===== src/rtl/insmem_prefetch_unit.sv =====
// insmem_prefetch_unit
// Pipelined instruction-fetch front end: keeps up to MAXOUT in-order memory
// requests in flight and queues returned words, each tagged with its PC, in a
// DEPTH-entry FIFO. A redirect flushes the FIFO and drops in-flight responses.
// Optional feature macro: PFU_MISALIGN_TRAP_EN adds PFU_Misalign_Out and halts
// fetching after a redirect to a non-word-aligned address.
module insmem_prefetch_unit #(
  parameter int                   DATAWIDTH  = 32,
  parameter int                   DEPTH      = 4,
  parameter int                   MAXOUT     = 2,
  parameter logic [DATAWIDTH-1:0] RESET_PC   = '0,
  parameter int                   INSMEMSTEP = 4
) (
  input  logic                 PFU_Clk_In,
  input  logic                 PFU_Reset_In,
  output logic                 PFU_Mem_Req_Out,
  output logic [DATAWIDTH-1:0] PFU_Mem_Addr_OutBUS,
  input  logic                 PFU_Mem_Gnt_In,
  input  logic                 PFU_Mem_Valid_In,
  input  logic [DATAWIDTH-1:0] PFU_Mem_Readdata_InBUS,
  output logic                 PFU_Ins_Valid_Out,
  output logic [DATAWIDTH-1:0] PFU_Ins_Data_OutBUS,
  output logic [DATAWIDTH-1:0] PFU_Ins_Pc_OutBUS,
  input  logic                 PFU_Ins_Ready_In,
  input  logic                 PFU_Redirect_In,
  input  logic [DATAWIDTH-1:0] PFU_Redirect_Addr_InBUS
`ifdef PFU_MISALIGN_TRAP_EN
  ,
  output logic                 PFU_Misalign_Out
`endif
);

  localparam int OUTW = $clog2(MAXOUT + 1);
  localparam int CNTW = $clog2(DEPTH + 1);
  localparam int PTRW = $clog2(DEPTH);
  localparam int SUMW = CNTW + 1;

  logic [DATAWIDTH-1:0] fetchPc;
  logic [DATAWIDTH-1:0] respPc;
  logic [DATAWIDTH-1:0] pcStore   [DEPTH];
  logic [DATAWIDTH-1:0] dataStore [DEPTH];
  logic [OUTW-1:0]      outstanding;
  logic [OUTW-1:0]      discard;
  logic [CNTW-1:0]      count;
  logic [PTRW-1:0]      rdPtr;
  logic [PTRW-1:0]      wrPtr;
  logic [SUMW-1:0]      occupancy;
  logic [DATAWIDTH-1:0] redirectPc;
  logic                 halted;
  logic                 reqFire;
  logic                 respValid;
  logic                 pushEn;
  logic                 popEn;

`ifdef PFU_MISALIGN_TRAP_EN
  logic misalign;

  // A misaligned redirect is loaded as-is; fetching stays halted until an aligned one arrives
  always_comb begin
    redirectPc = PFU_Redirect_Addr_InBUS;
    halted     = misalign;
  end

  // Sticky trap flag, updated only by redirects
  always_ff @(posedge PFU_Clk_In) begin
    if (PFU_Reset_In) begin
      misalign <= 1'b0;
    end else if (PFU_Redirect_In) begin
      misalign <= |PFU_Redirect_Addr_InBUS[1:0];
    end
  end

  assign PFU_Misalign_Out = misalign;
`else
  // Without the trap the redirect target is silently word-aligned
  always_comb begin
    redirectPc = PFU_Redirect_Addr_InBUS & ~DATAWIDTH'(3);
    halted     = 1'b0;
  end
`endif

  // Request gating: requests in flight plus buffered words must never exceed the FIFO,
  // so every response is guaranteed a free slot
  always_comb begin
    occupancy       = SUMW'(outstanding) + SUMW'(count);
    PFU_Mem_Req_Out = !PFU_Reset_In && !PFU_Redirect_In && !halted &&
                      (outstanding < OUTW'(MAXOUT)) && (occupancy < SUMW'(DEPTH));
    reqFire         = PFU_Mem_Req_Out && PFU_Mem_Gnt_In;
    respValid       = PFU_Mem_Valid_In && (outstanding != '0);
    pushEn          = respValid && (discard == '0) && !PFU_Redirect_In;
    popEn           = (count != '0) && PFU_Ins_Ready_In && !PFU_Redirect_In;
  end

  // Fetch/response address tracking, outstanding and discard counters, FIFO pointers
  always_ff @(posedge PFU_Clk_In) begin
    if (PFU_Reset_In) begin
      fetchPc     <= RESET_PC;
      respPc      <= RESET_PC;
      outstanding <= '0;
      discard     <= '0;
      count       <= '0;
      rdPtr       <= '0;
      wrPtr       <= '0;
    end else if (PFU_Redirect_In) begin
      fetchPc     <= redirectPc;
      respPc      <= redirectPc;
      outstanding <= outstanding - OUTW'(respValid);
      discard     <= outstanding - OUTW'(respValid);
      count       <= '0;
      rdPtr       <= '0;
      wrPtr       <= '0;
    end else begin
      if (reqFire) begin
        fetchPc <= fetchPc + DATAWIDTH'(INSMEMSTEP);
      end
      outstanding <= outstanding + OUTW'(reqFire) - OUTW'(respValid);
      if (respValid && (discard != '0)) begin
        discard <= discard - OUTW'(1);
      end
      if (pushEn) begin
        respPc <= respPc + DATAWIDTH'(INSMEMSTEP);
        wrPtr  <= wrPtr + PTRW'(1);
      end
      if (popEn) begin
        rdPtr <= rdPtr + PTRW'(1);
      end
      count <= count + CNTW'(pushEn) - CNTW'(popEn);
    end
  end

  // FIFO storage: each accepted word is written together with the PC it was fetched from
  always_ff @(posedge PFU_Clk_In) begin
    if (PFU_Reset_In) begin
      for (int i = 0; i < DEPTH; i++) begin
        pcStore[i]   <= '0;
        dataStore[i] <= '0;
      end
    end else if (pushEn) begin
      pcStore[wrPtr]   <= respPc;
      dataStore[wrPtr] <= PFU_Mem_Readdata_InBUS;
    end
  end

  assign PFU_Mem_Addr_OutBUS = fetchPc;
  assign PFU_Ins_Valid_Out   = (count != '0);
  assign PFU_Ins_Data_OutBUS = dataStore[rdPtr];
  assign PFU_Ins_Pc_OutBUS   = pcStore[rdPtr];

endmodule


===== config.mk =====
export PLATFORM = sky130hd
export DESIGN_NAME = insmem_prefetch_unit
export DESIGN_NICKNAME = d
export VERILOG_FILES = /design/src/rtl/insmem_prefetch_unit.sv
export SDC_FILE = /design/constraint.sdc
export NUM_CORES = 1
export LEC_CHECK = 0
export ABC_CLOCK_PERIOD_IN_PS = 6000
export BUFFER_PORTS_ARGS = -buffer_cell sky130_fd_sc_hd__buf_2
export CAP_MARGIN = 15
export CORE_MARGIN = 2
export CORE_UTILIZATION = 25
export CTS_BUF_LIST = sky130_fd_sc_hd__clkbuf_16
export DETAILED_ROUTE_END_ITERATION = 8
export PLACE_DENSITY_LB_ADDON = 0.15
export SETUP_SLACK_MARGIN = 0.2
export SYNTH_ARGS = -nofsm -noshare
export SYNTH_HDL_FRONTEND = slang
export SYNTH_SLANG_ARGS = --single-unit

===== constraint.sdc =====
create_clock -name PFU_Clk_In -period 6 [get_ports PFU_Clk_In]
set_clock_uncertainty 0.15 [all_clocks]
set_input_delay 0.6 -clock PFU_Clk_In [delete_from_list [all_inputs] [get_ports PFU_Clk_In]]
set_output_delay 0.6 -clock PFU_Clk_In [all_outputs]
set_load 0.1 [all_outputs]

### Yosys cells after proc, flatten, opt, wreduce, memory -nomap -nowiden

Memories as Yosys holds them, arrays and structs flattened. A register that Yosys moved wholly into a read port is not among the register bits.
Index checks and enable logic that the tools add are counted.

* $add $sub $neg: 11
* multipliers: 0
* muxes and demuxes: 22
* order comparisons: 2
* shift-type cells: 0
* eq/ne operators: 0
* reduce and logical (&&, ||, !) cells: 22
* div/mod/pow operators: 0
* bitwise gates (word level): 0

Operators with widths (number)
* $mux 32: 6
* $add 32x3->32 const B: 2
* $reduce_or 32->1: 2
* $mux 2: 9
* $logic_and 1x1->1: 10
* $reduce_bool 2->1: 5
* $mux 1: 7
* $add 2x1->2 const B: 2
* $add 2x3->4: 1
* $lt 4x3->1 const B: 1
* $sub 2x1->2: 2
* $add 3x1->3: 1
* $reduce_bool 3->1: 1
* $sub 3x1->3: 1
* $add 2x1->2: 1
* $logic_not 1->1: 2
* $logic_not 2->1: 1
* $lt 2x2->1 const B: 1
* $reduce_or 2->1: 1
* $sub 2x1->2 const B: 1

* memories kept: 2
* output and inout port bits: 98
* logic and storage cells: 68
* ROM bits: 0
* flip-flop bits (word level): 75
* RAM bits: 256
* bits in latches: 0

Memories
* dataStore: depth 4, width 32, read ports 1, clocked after Yosys merged registers in 1, write ports 4, RTL line 41 `logic [DATAWIDTH-1:0] dataStore [DEPTH];`
* pcStore: depth 4, width 32, read ports 1, clocked after Yosys merged registers in 1, write ports 4, RTL line 40 `logic [DATAWIDTH-1:0] pcStore [DEPTH];`

### Logic depth before layout (Yosys ltp)

* word-level depth: 9
* depth in mapped cells: 13
* mapped depth without buffers: 13

### Least setup slack after synthesis

Ideal clock, no wire load.

* path kind: input to register
* from: input PFU_Mem_Valid_In
* to: memory dataStore[1][0], enable pin
* buffers on the path: 0
* arrival: 4.043 ns
* stages: 4
* path slack: 1.312 ns
* path through: o211ai_1 nor2_1 nand2_1 o21bai_1

RTL lines
* start, declared: RTL line 19 `input logic PFU_Mem_Valid_In,`
* end, declared: RTL line 41

==> results.sh <==
export IMPL_die_area_um2=60700
export IMPL_synth_yosys_seq_area_share_pct=60.66
export IMPL_period_minus_slack_ns=3.540
export IMPL_layout_area_overhead_vs_synth_pct=19.60
export IMPL_synth_top_flop_cell="sky130_fd_sc_hd__edfxtp_1"
export IMPL_detailed_place_hpwl_um=25640
export IMPL_critical_path_endpoint_type="output pin"
export IMPL_worst_skew_pair_late_latency_ns=0.56
export IMPL_slew_limit_headroom_pct=35.52
export IMPL_clkSlewWorstSetupHoldPaths_ns=0.06
export IMPL_num_rows=88
export IMPL_power_per_cell_area_nw_per_um2=319.4
export IMPL_dr_first_iter_drc_count=484
export IMPL_ys_types=62
export IMPL_wl_per_cell_um=20.72
export IMPL_timing_setup_tns_ns=0
export IMPL_initial_core_utilization_pct=25.36
export IMPL_r2r_setup_slk_ns=2.83
export IMPL_vias_per_cell=4.589
export IMPL_period_share_pct=59.00
export IMPL_finish_utilization_pct=30.33
export IMPL_tritoncts="yes"
export IMPL_grt_pass1_vias=9962
export IMPL_placement_cell_area_um2=16380
export IMPL_synthesis_area_per_instance_um2=13.16
export IMPL_fmax_mhz=282.5
export IMPL_overflow=0
export IMPL_worst_ep_required_time_ns=5.25
export IMPL_crit_path_max_fanout=30
export IMPL_detail_route_antenna_nets=0
export IMPL_cts_root_buf="sky130_fd_sc_hd__clkbuf_16"
export IMPL_drive_gt1_share_pct=24.98
export IMPL_yosysTopAreaCellShare_pct=50.71
export IMPL_placeableCoreArea_um2=57920
export IMPL_total_of_max_cap_violations=0
export IMPL_timing_final_hold_violations=0
export IMPL_post_syn_instances=1116
export IMPL_mappedNetlistArea_um2=14690
export IMPL_floorplan_die_width_um=246.4
export IMPL_cts_max_level=2
export IMPL_pin_count_of_the_biggest_net_entering_global_routing=67
export IMPL_worst_pin_slew_ns=0.9647
export IMPL_outcome="finished, final reports clean"
export IMPL_setup_violations=0
export IMPL_numCtsBuffers=39
export IMPL_vias=9457
export IMPL_port_buffer_count=161
export IMPL_leak_pwr_nw=6.684
export IMPL_rsz0062_at_grt="no"
export IMPL_pin_count=168
export IMPL_dieHeight_um=246.4
export IMPL_crit_path_start_kind="flop"
export IMPL_post_cts_setup_buffers=0
export IMPL_final_area_um2=17570
export IMPL_min_path_type="in -> reg"
export IMPL_place_gp_congestion=0.7323
export IMPL_criticalPathCategory="reg -> out"
export IMPL_yosys_top_cells_area="sky130_fd_sc_hd__edfxtp_1 (51%), sky130_fd_sc_hd__dfxtp_1 (10%), sky130_fd_sc_hd__mux4_2 (9.5%)"
export IMPL_count_of_nets_after_finishing=1342
export IMPL_grt_first_pass_wirelength_um=64150
export IMPL_remaining_drc_errors=0
export IMPL_synth_area_leader_cell="sky130_fd_sc_hd__edfxtp_1"
export IMPL_yosys_warnings=0
export IMPL_cts_sinks=321
export IMPL_gr_usage_all_layers_pct=14.15
export IMPL_final_worst_hold_slack_ns=0.1741
export IMPL_maximum_resistive_drop_on_vdd_uv=175.2
export IMPL_critPathArrivalTime_ns=2.79
export IMPL_synth_ff_latch_count=321
export IMPL_detail_route_first_pass_iterations=5
export IMPL_postCtsHoldBufs=0
export IMPL_grt_antenna_before_repair=3
export IMPL_synth_edf_count=248
export IMPL_postRouteWirelength_um=42710
export IMPL_cts_repair_resize_count=0
export IMPL_clk_path_buf_depth=3
export IMPL_finalMaxSlewViolations=0
export IMPL_layout_filler_cells=5946
export IMPL_synth_async_sr_flop_share_pct=0
[layer usage]
metal	routed length (um)	global-route usage [%]	vias up
li1	-	-	4465
met1	20020	19.65	4723
met2	19880	22.55	222
met3	2128	2.647	47
met4	676	3.880	0
met5	0	0	-
[synthesized netlist by cell type, types with 6 or more instances]
library cell / count
sky130_fd_sc_hd__and2_1: 186
sky130_fd_sc_hd__dfxtp_1: 73
sky130_fd_sc_hd__a211oi_1: 14
sky130_fd_sc_hd__xnor2_1: 11
sky130_fd_sc_hd__nand4_1: 25
sky130_fd_sc_hd__nor3_1: 10
sky130_fd_sc_hd__and3_1: 73
sky130_fd_sc_hd__inv_1: 23
sky130_fd_sc_hd__mux4_2: 62
sky130_fd_sc_hd__or3_1: 9
sky130_fd_sc_hd__buf_1: 9
sky130_fd_sc_hd__nor2_1: 48
sky130_fd_sc_hd__o21ai_0: 8
sky130_fd_sc_hd__edfxtp_1: 248
sky130_fd_sc_hd__nand3_1: 22
sky130_fd_sc_hd__buf_2: 9
sky130_fd_sc_hd__nand2_1: 48
sky130_fd_sc_hd__ha_1: 9
sky130_fd_sc_hd__xor2_1: 33
sky130_fd_sc_hd__o211ai_1: 7
sky130_fd_sc_hd__a21oi_1: 28
sky130_fd_sc_hd__nor4_1: 11
sky130_fd_sc_hd__clkbuf_1: 58
sky130_fd_sc_hd__o311ai_0: 6
sky130_fd_sc_hd__a31oi_1: 17
[through the flow]
stage | worst slack [ns] | cells | total power [W]
CTS | 2.308 | 2058 | 0.005711
global placement | 2.289 | 1986 | 0.003454
detailed placement | 2.241 | 1986 | 0.003457
floorplan | 1.312 | 1119 | 0.003220
global route | 2.233 | 2058 | 0.005840
finish | 2.460 | 2061 | 0.005611
[path summary, 6_finish.rpt]
path,start,end,cells past startpoint
min reg2reg,rdPtr[1],rdPtr[1],2
min,PFU_Redirect_Addr_InBUS[18],PFU_Mem_Addr_OutBUS[18],3
max reg2reg,discard[0],pcStore[1][4],8
max,flop,PFU_Ins_Data_OutBUS[22],3
[critical path: stages (launching register included)]
cell	delay [ns]
sky130_fd_sc_hd__dfxtp_4	0.80
sky130_fd_sc_hd__buf_4	0.49
sky130_fd_sc_hd__mux4_2	0.61
sky130_fd_sc_hd__buf_2	0.32
[flip-flops by register name, indices dropped and copies added, names as in the netlist, named ones only]
signal               count
dataStore              128
pcStore                120
PFU_Mem_Addr_OutBUS     30
respPc                  30
count                    3
discard                  2
outstanding              2
rdPtr                    2
wrPtr                    2
[cell families after synthesis]
| logic type | synth area share, % |
|---|---|
| flip-flops | 60.66 |
| adder cells (fa/ha/maj) | 0.9031 |
| buffers and inverters | 2.888 |
| AO/OA/AOI/OAI | 5.095 |
| multiplexers | 9.789 |
| other | 0.02553 |
| XOR/XNOR | 2.624 |
| AND/OR/NAND/NOR | 18.02 |
[power by group]
part	switching, W	internal (W)	total, W
Combinational	0.000625	0.000175	0.000800
Clock	0.000960	0.00125	0.00221
Sequential	0.0000855	0.00251	0.00260
[placed cells by master (no fill, tap or decap), types with 4 or more instances in the layout]
master and instances:
sky130_fd_sc_hd__a211oi_1 14, sky130_fd_sc_hd__a21boi_0 5, sky130_fd_sc_hd__a21o_1 5, sky130_fd_sc_hd__a21oi_1 28
sky130_fd_sc_hd__a31oi_1 17, sky130_fd_sc_hd__and2_1 186, sky130_fd_sc_hd__and3_1 73, sky130_fd_sc_hd__and4_1 4
sky130_fd_sc_hd__buf_2 161, sky130_fd_sc_hd__buf_4 20, sky130_fd_sc_hd__clkbuf_16 40, sky130_fd_sc_hd__clkinv_1 12
sky130_fd_sc_hd__clkinv_2 7, sky130_fd_sc_hd__conb_1 4, sky130_fd_sc_hd__dfxtp_1 71, sky130_fd_sc_hd__edfxtp_1 248
sky130_fd_sc_hd__ha_1 9, sky130_fd_sc_hd__inv_1 30, sky130_fd_sc_hd__mux4_2 62, sky130_fd_sc_hd__nand2_1 48
sky130_fd_sc_hd__nand3_1 22, sky130_fd_sc_hd__nand4_1 25, sky130_fd_sc_hd__nor2_1 47, sky130_fd_sc_hd__nor3_1 8
sky130_fd_sc_hd__nor4_1 11, sky130_fd_sc_hd__o211ai_1 7, sky130_fd_sc_hd__o21ai_0 8, sky130_fd_sc_hd__o22ai_1 4
sky130_fd_sc_hd__o311ai_0 6, sky130_fd_sc_hd__or3_1 9, sky130_fd_sc_hd__xnor2_1 11, sky130_fd_sc_hd__xor2_1 33
[area by class of cell]
cell class                      count  area, um2  area share, %
Sequential cell                   321       8916          50.76
Multi-Input combinational cell    693       5416          30.84
Clock buffer                       40       1001          5.698
Timing Repair Buffer              183      996.0          5.670
Tap cell                          765      957.2          5.449
Clock inverter                     32      181.4          1.033
Inverter                           24      90.09         0.5129
Antenna cell                        3      7.507        0.04274
Note: power is estimated with default switching activity, not from simulation.
